==> src/rtl/pcgen_pkg.sv <==
// Shared types and constants for the fetch-PC generator.
// Build option: PCGEN_MISALIGN_CHECK_EN (see rtl/pcgen.sv).
package pcgen_pkg;

  typedef logic [63:0] u64;
  typedef logic [31:0] u32;

  localparam u64 PC_RESET = 64'h8000_0000;

  typedef struct packed {
    logic valid;
    u64   addr;
  } ibus_req_t;

  typedef struct packed {
    logic addr_ok;
    logic data_ok;
    u32   data;
  } ibus_resp_t;

  typedef struct packed {
    u64   pc;
    u32   raw_instr;
    logic exc_misalign;
  } fetch_data_t;

endpackage

==> src/rtl/pcgen_fetch_buf.sv <==
// Single-entry {pc, instr} holding register used while decode stalls.
module pcgen_fetch_buf (
  input  logic        clk,
  input  logic        reset,
  input  logic        load,
  input  logic        clear,
  input  logic [63:0] load_pc,
  input  logic [31:0] load_instr,
  output logic        full,
  output logic [63:0] pc,
  output logic [31:0] instr
);

  logic        full_q;
  logic [63:0] pc_q;
  logic [31:0] instr_q;

  // Capture on load, drop on clear; load takes priority.
  always_ff @(posedge clk) begin
    if (reset) begin
      full_q  <= 1'b0;
      pc_q    <= '0;
      instr_q <= '0;
    end else if (load) begin
      full_q  <= 1'b1;
      pc_q    <= load_pc;
      instr_q <= load_instr;
    end else if (clear) begin
      full_q  <= 1'b0;
    end
  end

  assign full  = full_q;
  assign pc    = pc_q;
  assign instr = instr_q;

endmodule

==> src/rtl/pcgen.sv <==
// Fetch PC generator: owns the fetch PC, drives the ibus request, buffers one
// instruction under decode stall and discards responses made stale by a redirect.
// Build option: PCGEN_MISALIGN_CHECK_EN -- a misaligned fetch PC issues no request
// and instead presents a zero instruction flagged exc_misalign until redirected.
module pcgen
  import pcgen_pkg::*;
#(
  parameter logic [63:0] RESET_PC    = PC_RESET,
  parameter int unsigned INSTR_BYTES = 4
) (
  input  logic        clk,
  input  logic        reset,
  output ibus_req_t   ireq,
  input  ibus_resp_t  iresp,
  input  logic        redirect_valid,
  input  logic [63:0] redirect_pc,
  output logic        out_valid,
  input  logic        out_ready,
  output fetch_data_t dataF
);

  typedef enum logic [1:0] {StFetch, StHold, StDiscard} state_e;

  state_e      state_q;
  logic [63:0] pc_q;
  logic [63:0] pend_pc_q;
  logic [63:0] pc_inc;
  logic        misalign;
  logic        buf_load;
  logic        buf_clear;
  logic        buf_full;
  logic [63:0] buf_pc;
  logic [31:0] buf_instr;

  // addr_ok carries no information here: the request is held until data_ok anyway.
  logic unused_addr_ok;
  assign unused_addr_ok = iresp.addr_ok;

  assign pc_inc = pc_q + u64'(INSTR_BYTES);

`ifdef PCGEN_MISALIGN_CHECK_EN
  assign misalign = (state_q == StFetch) && (pc_q[1:0] != 2'b00);
`else
  assign misalign = 1'b0;
`endif

  // Buffer the response when it arrives unaccepted; release it once consumed or redirected.
  assign buf_load  = (state_q == StFetch) && !misalign && iresp.data_ok &&
                     !redirect_valid && !out_ready;
  assign buf_clear = (state_q == StHold) && (redirect_valid || out_ready);

  pcgen_fetch_buf u_fetch_buf (
    .clk        (clk),
    .reset      (reset),
    .load       (buf_load),
    .clear      (buf_clear),
    .load_pc    (pc_q),
    .load_instr (iresp.data),
    .full       (buf_full),
    .pc         (buf_pc),
    .instr      (buf_instr)
  );

  // Fetch FSM and architectural PC / pending redirect target.
  always_ff @(posedge clk) begin
    if (reset) begin
      state_q   <= StFetch;
      pc_q      <= RESET_PC;
      pend_pc_q <= '0;
    end else begin
      unique case (state_q)
        StFetch: begin
          if (misalign) begin
            if (redirect_valid) pc_q <= redirect_pc;
          end else if (iresp.data_ok) begin
            if (redirect_valid) begin
              pc_q <= redirect_pc;
            end else if (out_ready) begin
              pc_q <= pc_inc;
            end else begin
              state_q <= StHold;
            end
          end else if (redirect_valid) begin
            // Request already on the bus: remember the target, drop its response.
            pend_pc_q <= redirect_pc;
            state_q   <= StDiscard;
          end
        end
        StHold: begin
          if (redirect_valid) begin
            pc_q    <= redirect_pc;
            state_q <= StFetch;
          end else if (out_ready) begin
            pc_q    <= pc_inc;
            state_q <= StFetch;
          end
        end
        StDiscard: begin
          if (iresp.data_ok) begin
            pc_q    <= redirect_valid ? redirect_pc : pend_pc_q;
            state_q <= StFetch;
          end else if (redirect_valid) begin
            pend_pc_q <= redirect_pc;
          end
        end
        default: state_q <= StFetch;
      endcase
    end
  end

  // Bus request and output stream, decoded from state.
  always_comb begin
    ireq.valid         = 1'b0;
    ireq.addr          = pc_q;
    out_valid          = 1'b0;
    dataF.pc           = pc_q;
    dataF.raw_instr    = iresp.data;
    dataF.exc_misalign = 1'b0;
    unique case (state_q)
      StFetch: begin
        if (misalign) begin
          out_valid          = 1'b1;
          dataF.raw_instr    = '0;
          dataF.exc_misalign = 1'b1;
        end else begin
          ireq.valid = 1'b1;
          out_valid  = iresp.data_ok && !redirect_valid;
        end
      end
      StHold: begin
        out_valid       = buf_full;
        dataF.pc        = buf_pc;
        dataF.raw_instr = buf_instr;
      end
      StDiscard: begin
        ireq.valid = 1'b1;
      end
      default: ;
    endcase
  end

endmodule

==> config.mk <==
export PLATFORM = sky130hd
export DESIGN_NAME = pcgen
export DESIGN_NICKNAME = d
export VERILOG_FILES = /design/src/rtl/pcgen_pkg.sv /design/src/rtl/pcgen_fetch_buf.sv /design/src/rtl/pcgen.sv
export SDC_FILE = /design/constraint.sdc
export NUM_CORES = 1
export LEC_CHECK = 0
export BUFFER_PORTS_ARGS = -buffer_cell sky130_fd_sc_hd__buf_2
export CELL_PAD_IN_SITES_DETAIL_PLACEMENT = 0
export CELL_PAD_IN_SITES_GLOBAL_PLACEMENT = 2
export CORE_ASPECT_RATIO = 0.75
export CORE_UTILIZATION = 35
export CTS_BUF_LIST = sky130_fd_sc_hd__clkbuf_8
export DETAILED_ROUTE_END_ITERATION = 10
export PLACE_DENSITY_LB_ADDON = 0.15
export SYNTH_ARGS = -nofsm -noshare
export SYNTH_HDL_FRONTEND = slang
export SYNTH_HIERARCHICAL = 1
export SYNTH_SLANG_ARGS = --single-unit
==> constraint.sdc <==
create_clock -name clk -period 6.14 [get_ports clk]
set_input_delay 0.307 -clock clk [delete_from_list [all_inputs] [get_ports clk]]
set_output_delay 0.307 -clock clk [all_outputs]
set_load 0.005 [all_outputs]
* Word level (Yosys, flattened, before mapping)
Cells that the tools add are included.
** Cells by class
- $add $sub $neg :: 1
- Equal/unequal tests :: 8
- Muxes and demuxes :: 20
- Bitwise gates (word level) :: 1
- Reductions and logical operators :: 15
** Operators by type and width (count)
- 64-bit 2-to-1 mux :: 6
- 64-bit one-hot mux with 3 select lines :: 1
- 64-bit by 3-bit adder with 64-bit output (second input constant) :: 1
- 32-bit 2-to-1 mux :: 1
- 2-bit 2-to-1 mux :: 7
- 3-bit inequality test (second input constant) :: 4
- 2-bit one-hot mux with 3 select lines :: 1
- 1-bit logical AND :: 5
- 5-bit AND reduction :: 1
- 2-bit inequality test (second input constant) :: 2
- 1-bit 2-to-1 mux :: 3
- 3-bit AND reduction :: 1
- 3-bit nonzero test :: 1
- 2-bit by 1-bit equality test with 1-bit output (second input constant) :: 1
- 2-bit equality test (second input constant) :: 1
- 1-bit zero test :: 2
- 2-bit zero test :: 1
- 1-bit one-hot mux with 2 select lines :: 1
- 2-bit AND reduction :: 1
- 2-bit nonzero test :: 1
- 2-bit OR reduction :: 1
- 1-bit logical OR :: 1
- 1-bit NOT :: 1
** Storage, ports and cells
- Bits in registers :: 227
- Input bits :: 102
- Output and inout port bits :: 163
- Logic and storage cells :: 51

* Depth between registers and ports, before layout
- Depth in word-level cells :: 5
- Gate-level depth with buffers :: 9
- Depth with buffers taken out :: 7

* Hierarchy
The synthesis kept the hierarchy.
** By module, submodules not included
- pcgen :: instances 1, cells an instance 1183, area an instance 8570.7 um2, seq. area each 2602.5 um2
- pcgen_fetch_buf :: instances 1, cells an instance 314, area an instance 3438.3 um2, seq. area each 1941.9 um2

* Least setup slack after synthesis
Ideal clock, no wire load.
- Path type :: flip-flop to flip-flop
- Start :: register pc_q[2]
- End :: register pc_q[54]
- Setup time :: 0.066 ns
- Data arrival time :: 2.171 ns
- Required time :: 6.074 ns
- Slack :: 3.904 ns
- Cell stages (with the launch flop) :: 8
- Path buffers :: 0
- Clock period less this slack :: 2.236 ns
- Cells stage by stage :: dfxtp_1 > ha_1 > nand4_1 > nor4_1 > nand4_1 > nor4_1 > mux2_2 > nor2_1
** Between the ends
- Cells in the longest elaborated chain, start to end :: 5
** Ends and longest elaborated chain
- from (decl) :: RTL line pcgen.sv:25 : logic [63:0] pc_q;
- from (signal assigned) :: RTL line pcgen.sv:74 : if (redirect_valid) pc_q <= redirect_pc;
- from (signal assigned) :: RTL line pcgen.sv:77 : pc_q <= redirect_pc;
- from (signal assigned) :: RTL line pcgen.sv:79 : pc_q <= pc_inc;
- 64-bit by 3-bit adder with 64-bit output (*) :: RTL line pcgen.sv:39 : assign pc_inc = pc_q + u64'(INSTR_BYTES);
- 64-bit 2-to-1 mux (*) :: RTL line pcgen.sv:78, pcgen.sv:93
- 64-bit 2-to-1 mux (*) :: RTL line pcgen.sv:76 : if (redirect_valid) begin
- 64-bit 2-to-1 mux :: RTL line pcgen.sv:75 : end else if (iresp.data_ok) begin
- 64-bit one-hot mux with 3 select lines (*) :: RTL line pcgen.sv:71 : unique case (state_q)
Mark *: on every way between the ends. The rest lies on a longest branch, timed or not. The select of a mux whose other input is x is not followed.
A chain may end at the register's enable or synchronous reset.

==> results.py <==
metrics = {
    "outcome": {
        "status": "finished, final reports clean",
    },
    "layout": {
        "drive_gt1_share_pct": 24.9,
        "antenna_cells": 0,
        "syn_to_final_growth_pct": 26.9,
        "layout_common_cells": "buf_2 (260), nand2_1 (239), dfxtp_1 (227), nor2_1 (158), a21oi_1 (139)",
        "nets": 1891,
        "fillers": 3478,
        "final_common_cell": "buf_2",
    },
    "floorplan": {
        "core_sq_um": 33700,
        "pin_count": 265,
        "initial_core_util_pct": 35.7,
        "row_count": 58,
        "die_h_um": 162,
        "design.die.area_sq_um": 35100,
        "die_w_um": 216,
    },
    "routing": {
        "drt_iter0_drc": 943,
        "dr.max_layer_used": "met4",
        "route.detailed.drc": 0,
        "drt_pass1_iterations": 5,
        "ant_nets": 0,
        "route.met2.wl_um": 17900,
        "vias_per_cell": 5.38,
        "vias": 12197,
        "route.met3.wl_um": 3220,
        "post_drt_wl_per_cell_um": 20.4,
        "drt-met1-wl_um": 24600,
        "totalWireLength_um": 46300,
    },
    "global_route": {
        "grt_usage_pct": 25.4,
        "grt_overflow": 0,
        "grt_pass1_vias": 10798,
        "grt_antenna_before_repair": 1,
        "grt_pass1_wl_um": 68900,
        "grt_max_degree": 105,
    },
    "power": {
        "p_int_mw": 2.57,
        "p_seq_share_pct": 45.0,
        "leakage_nw": 6.02,
        "p_switching_mw": 1.07,
        "pwr-share-clk_pct": 40.1,
        "peakVddDrop_mv": 0.109,
        "pwr-share-comb_pct": 14.9,
        "power.density_nw_per_um2": 239,
        "swShare_pct": 29.4,
    },
    "synthesis": {
        "syn_area_sq_um": 12000,
        "yosysTopAreaCell": "dfxtp_1",
        "synth_top_area_share_pct": 37.8,
        "synthArstFlopShare_pct": 0,
        "ys_types": 66,
        "synth_cells": 1497,
        "synth.avg_cell_area_sq_um": 8.02,
        "yosysWarnings": 6,
        "synth_edf_count": 0,
        "synth-seq-cells": 227,
        "synth.area.top_cells": "dfxtp_1 (38%), mux2_2 (8.9%), mux2i_1 (8.7%)",
        "yosysSeqAreaShare_pct": 37.8,
        "synth_fp_nets": 1600,
        "synthFlopType": "dfxtp_1",
    },
    "sta": {
        "period_minus_slack_ns": 3.62,
        "fin_ws_ns": 2.52,
        "hold_viol": 0,
        "relSlewSlack_pct": 21.8,
        "slew_violations": 0,
        "rsz0062_at_grt": "no",
        "fin_skew_ns": 0.0281,
        "max_clock_freq_mhz": 276,
        "worst_slew_pin_slew_ns": 1.16,
        "setup_viol": 0,
        "setup_tns_ns": 0,
        "post-route-period-util_pct": 59.0,
    },
    "hold_path": {
        "min-delay-path-class": "in -> reg",
        "worstHoldStart": "redirect_pc[9]",
        "hold_end": "pend_pc_q[9]",
        "holdPathStages": 3,
    },
    "cts": {
        "clockBufferDepth": 3,
        "cts_inserted_buffers": 43,
        "htree_levels": 2,
        "postCtsSetupBuffers": 0,
        "clock_sinks": 227,
        "cts-root-buf": "clkbuf_8",
        "path_clk_slew_ns": 0.06,
        "cts_tree": "yes",
        "clk_latency_ns": 0.57,
    },
    "worst_setup_path": {
        "critPathMaxStageDelay_ns": 0.75,
        "worst-path-max-fanout": 63,
        "reg2reg_from": "pc_q[3]",
        "crit_family": "buffers and inverters",
        "cp_num_buf_inv": 4,
        "required_ns": 5.83,
        "critical_path_depth": 6,
        "endpoint_kind": "primary output",
        "r2r_end": "pc_q[54]",
        "worstPathArrival_ns": 3.32,
        "start_kind": "register",
        "critPathSlowestCell": "buf_4",
        "cpMostUsedCell": "buf_4",
        "ff2ff_path_depth": 7,
        "path_cells": "inv_1, nor2_4, buf_4, buf_4, mux2_2, buf_2",
        "critical_path_class": "reg -> out",
        "reg2reg_slack_ns": 3.08,
    },
    "placement": {
        "port_buffers": 262,
        "hpwl_um": 31200,
        "place_congestion": 0.851,
        "dp_slack_ns": 3.11,
    },
    "flow_run": {
        "cap_viol_max_count": 0,
    },
}
[registers in the layout, summed over array words and instances, names as in the netlist]
name and flops:
pc_q 64, pend_pc_q 64, state_q 2, u_fetch_buf/full 1, u_fetch_buf/instr 32, u_fetch_buf/pc 64
[worst max path at each step]
stage	startpoint	end	slack [ns]
after CTS	state_q[0]	dataF[46]	2.48
final	state_q[0]	dataF[46]	2.52
after global routing	state_q[0]	dataF[52]	2.31
after detailed placement	state_q[0]	dataF[46]	3.11
after floorplan	pc_q[2]	pc_q[54]	3.90
after global placement	state_q[0]	dataF[61]	3.11
[per-layer routing]
metal,global-route usage [%],vias up
met4,4.96,0
met1,41.3,5775
met3,4.95,53
met5,0,-
met2,33.4,442
li1,-,5927
[worst min-delay path: stages]
cell     delay [ns]
buf_2          0.12
nand2_1        0.05
a21oi_1        0.05
[layout make-up]
| class | instances | area [sq um] | share of cell area [%] |
|---|---|---|---|
| Inverter | 9 | 33.8 | 0.222 |
| Timing Repair Buffer | 369 | 2360 | 15.5 |
| Clock inverter | 19 | 78.8 | 0.517 |
| Sequential cell | 227 | 4540 | 29.8 |
| Clock buffer | 55 | 757 | 4.97 |
| Multi-Input combinational cell | 1138 | 6900 | 45.3 |
| Tap cell | 450 | 563 | 3.70 |
[cell families after synthesis]
kind of cell             count (synthesis)  share of synthesized area [%]
AND/OR/NAND/NOR                        605                           23.5
buffers and inverters                  132                           4.96
flip-flops                             227                           37.8
multiplexers                           199                           17.6
other                                    1                         0.0312
adder cells (fa/ha/maj)                  1                          0.104
AO/OA/AOI/OAI                          332                           16.0
[Yosys cell counts, types with 19 or more instances]
library cell	n
o21ai_0	105
nor4_1	23
mux2i_1	104
a21oi_1	139
dfxtp_1	227
clkbuf_1	85
nand4_1	36
nand3_1	32
nor3_1	23
nand2_1	241
and3_1	19
mux2_2	95
nor2_1	160
[through the flow]
stage | area [sq um] | utilization, % | instances | hold WS, ns | power (mW)
2_1_floorplan | 12000 | - | 1497 | 0.432 | 1.92
3_3_place_gp | 13500 | 40.1 | 2104 | 0.437 | 2.16
3_5_place_dp | 13500 | 40.1 | 2104 | 0.443 | 2.17
4_1_cts | 15200 | 45.3 | 2267 | 0.000940 | 3.69
5_1_grt | 15200 | 45.3 | 2267 | 0.0119 | 3.82
6_report | 15200 | 45.3 | 2267 | 0.0251 | 3.65
[power groups by stage]
stage	clock network (mW)	registers, mW	logic, mW
finish	1.46	1.64	0.543
global placement	0	1.67	0.496
global route	1.58	1.65	0.594
detailed placement	0	1.67	0.497
CTS	1.51	1.64	0.543
floorplan	0	1.62	0.297
[what timing repair did]
item / CTS / global route
endpoints found under the hold margin: 89 / 0
resized for setup: 0 / 0
endpoints found under the setup margin: 0 / 0
hold buffers: 89 / 0
Power figures use the tool's default switching activity.
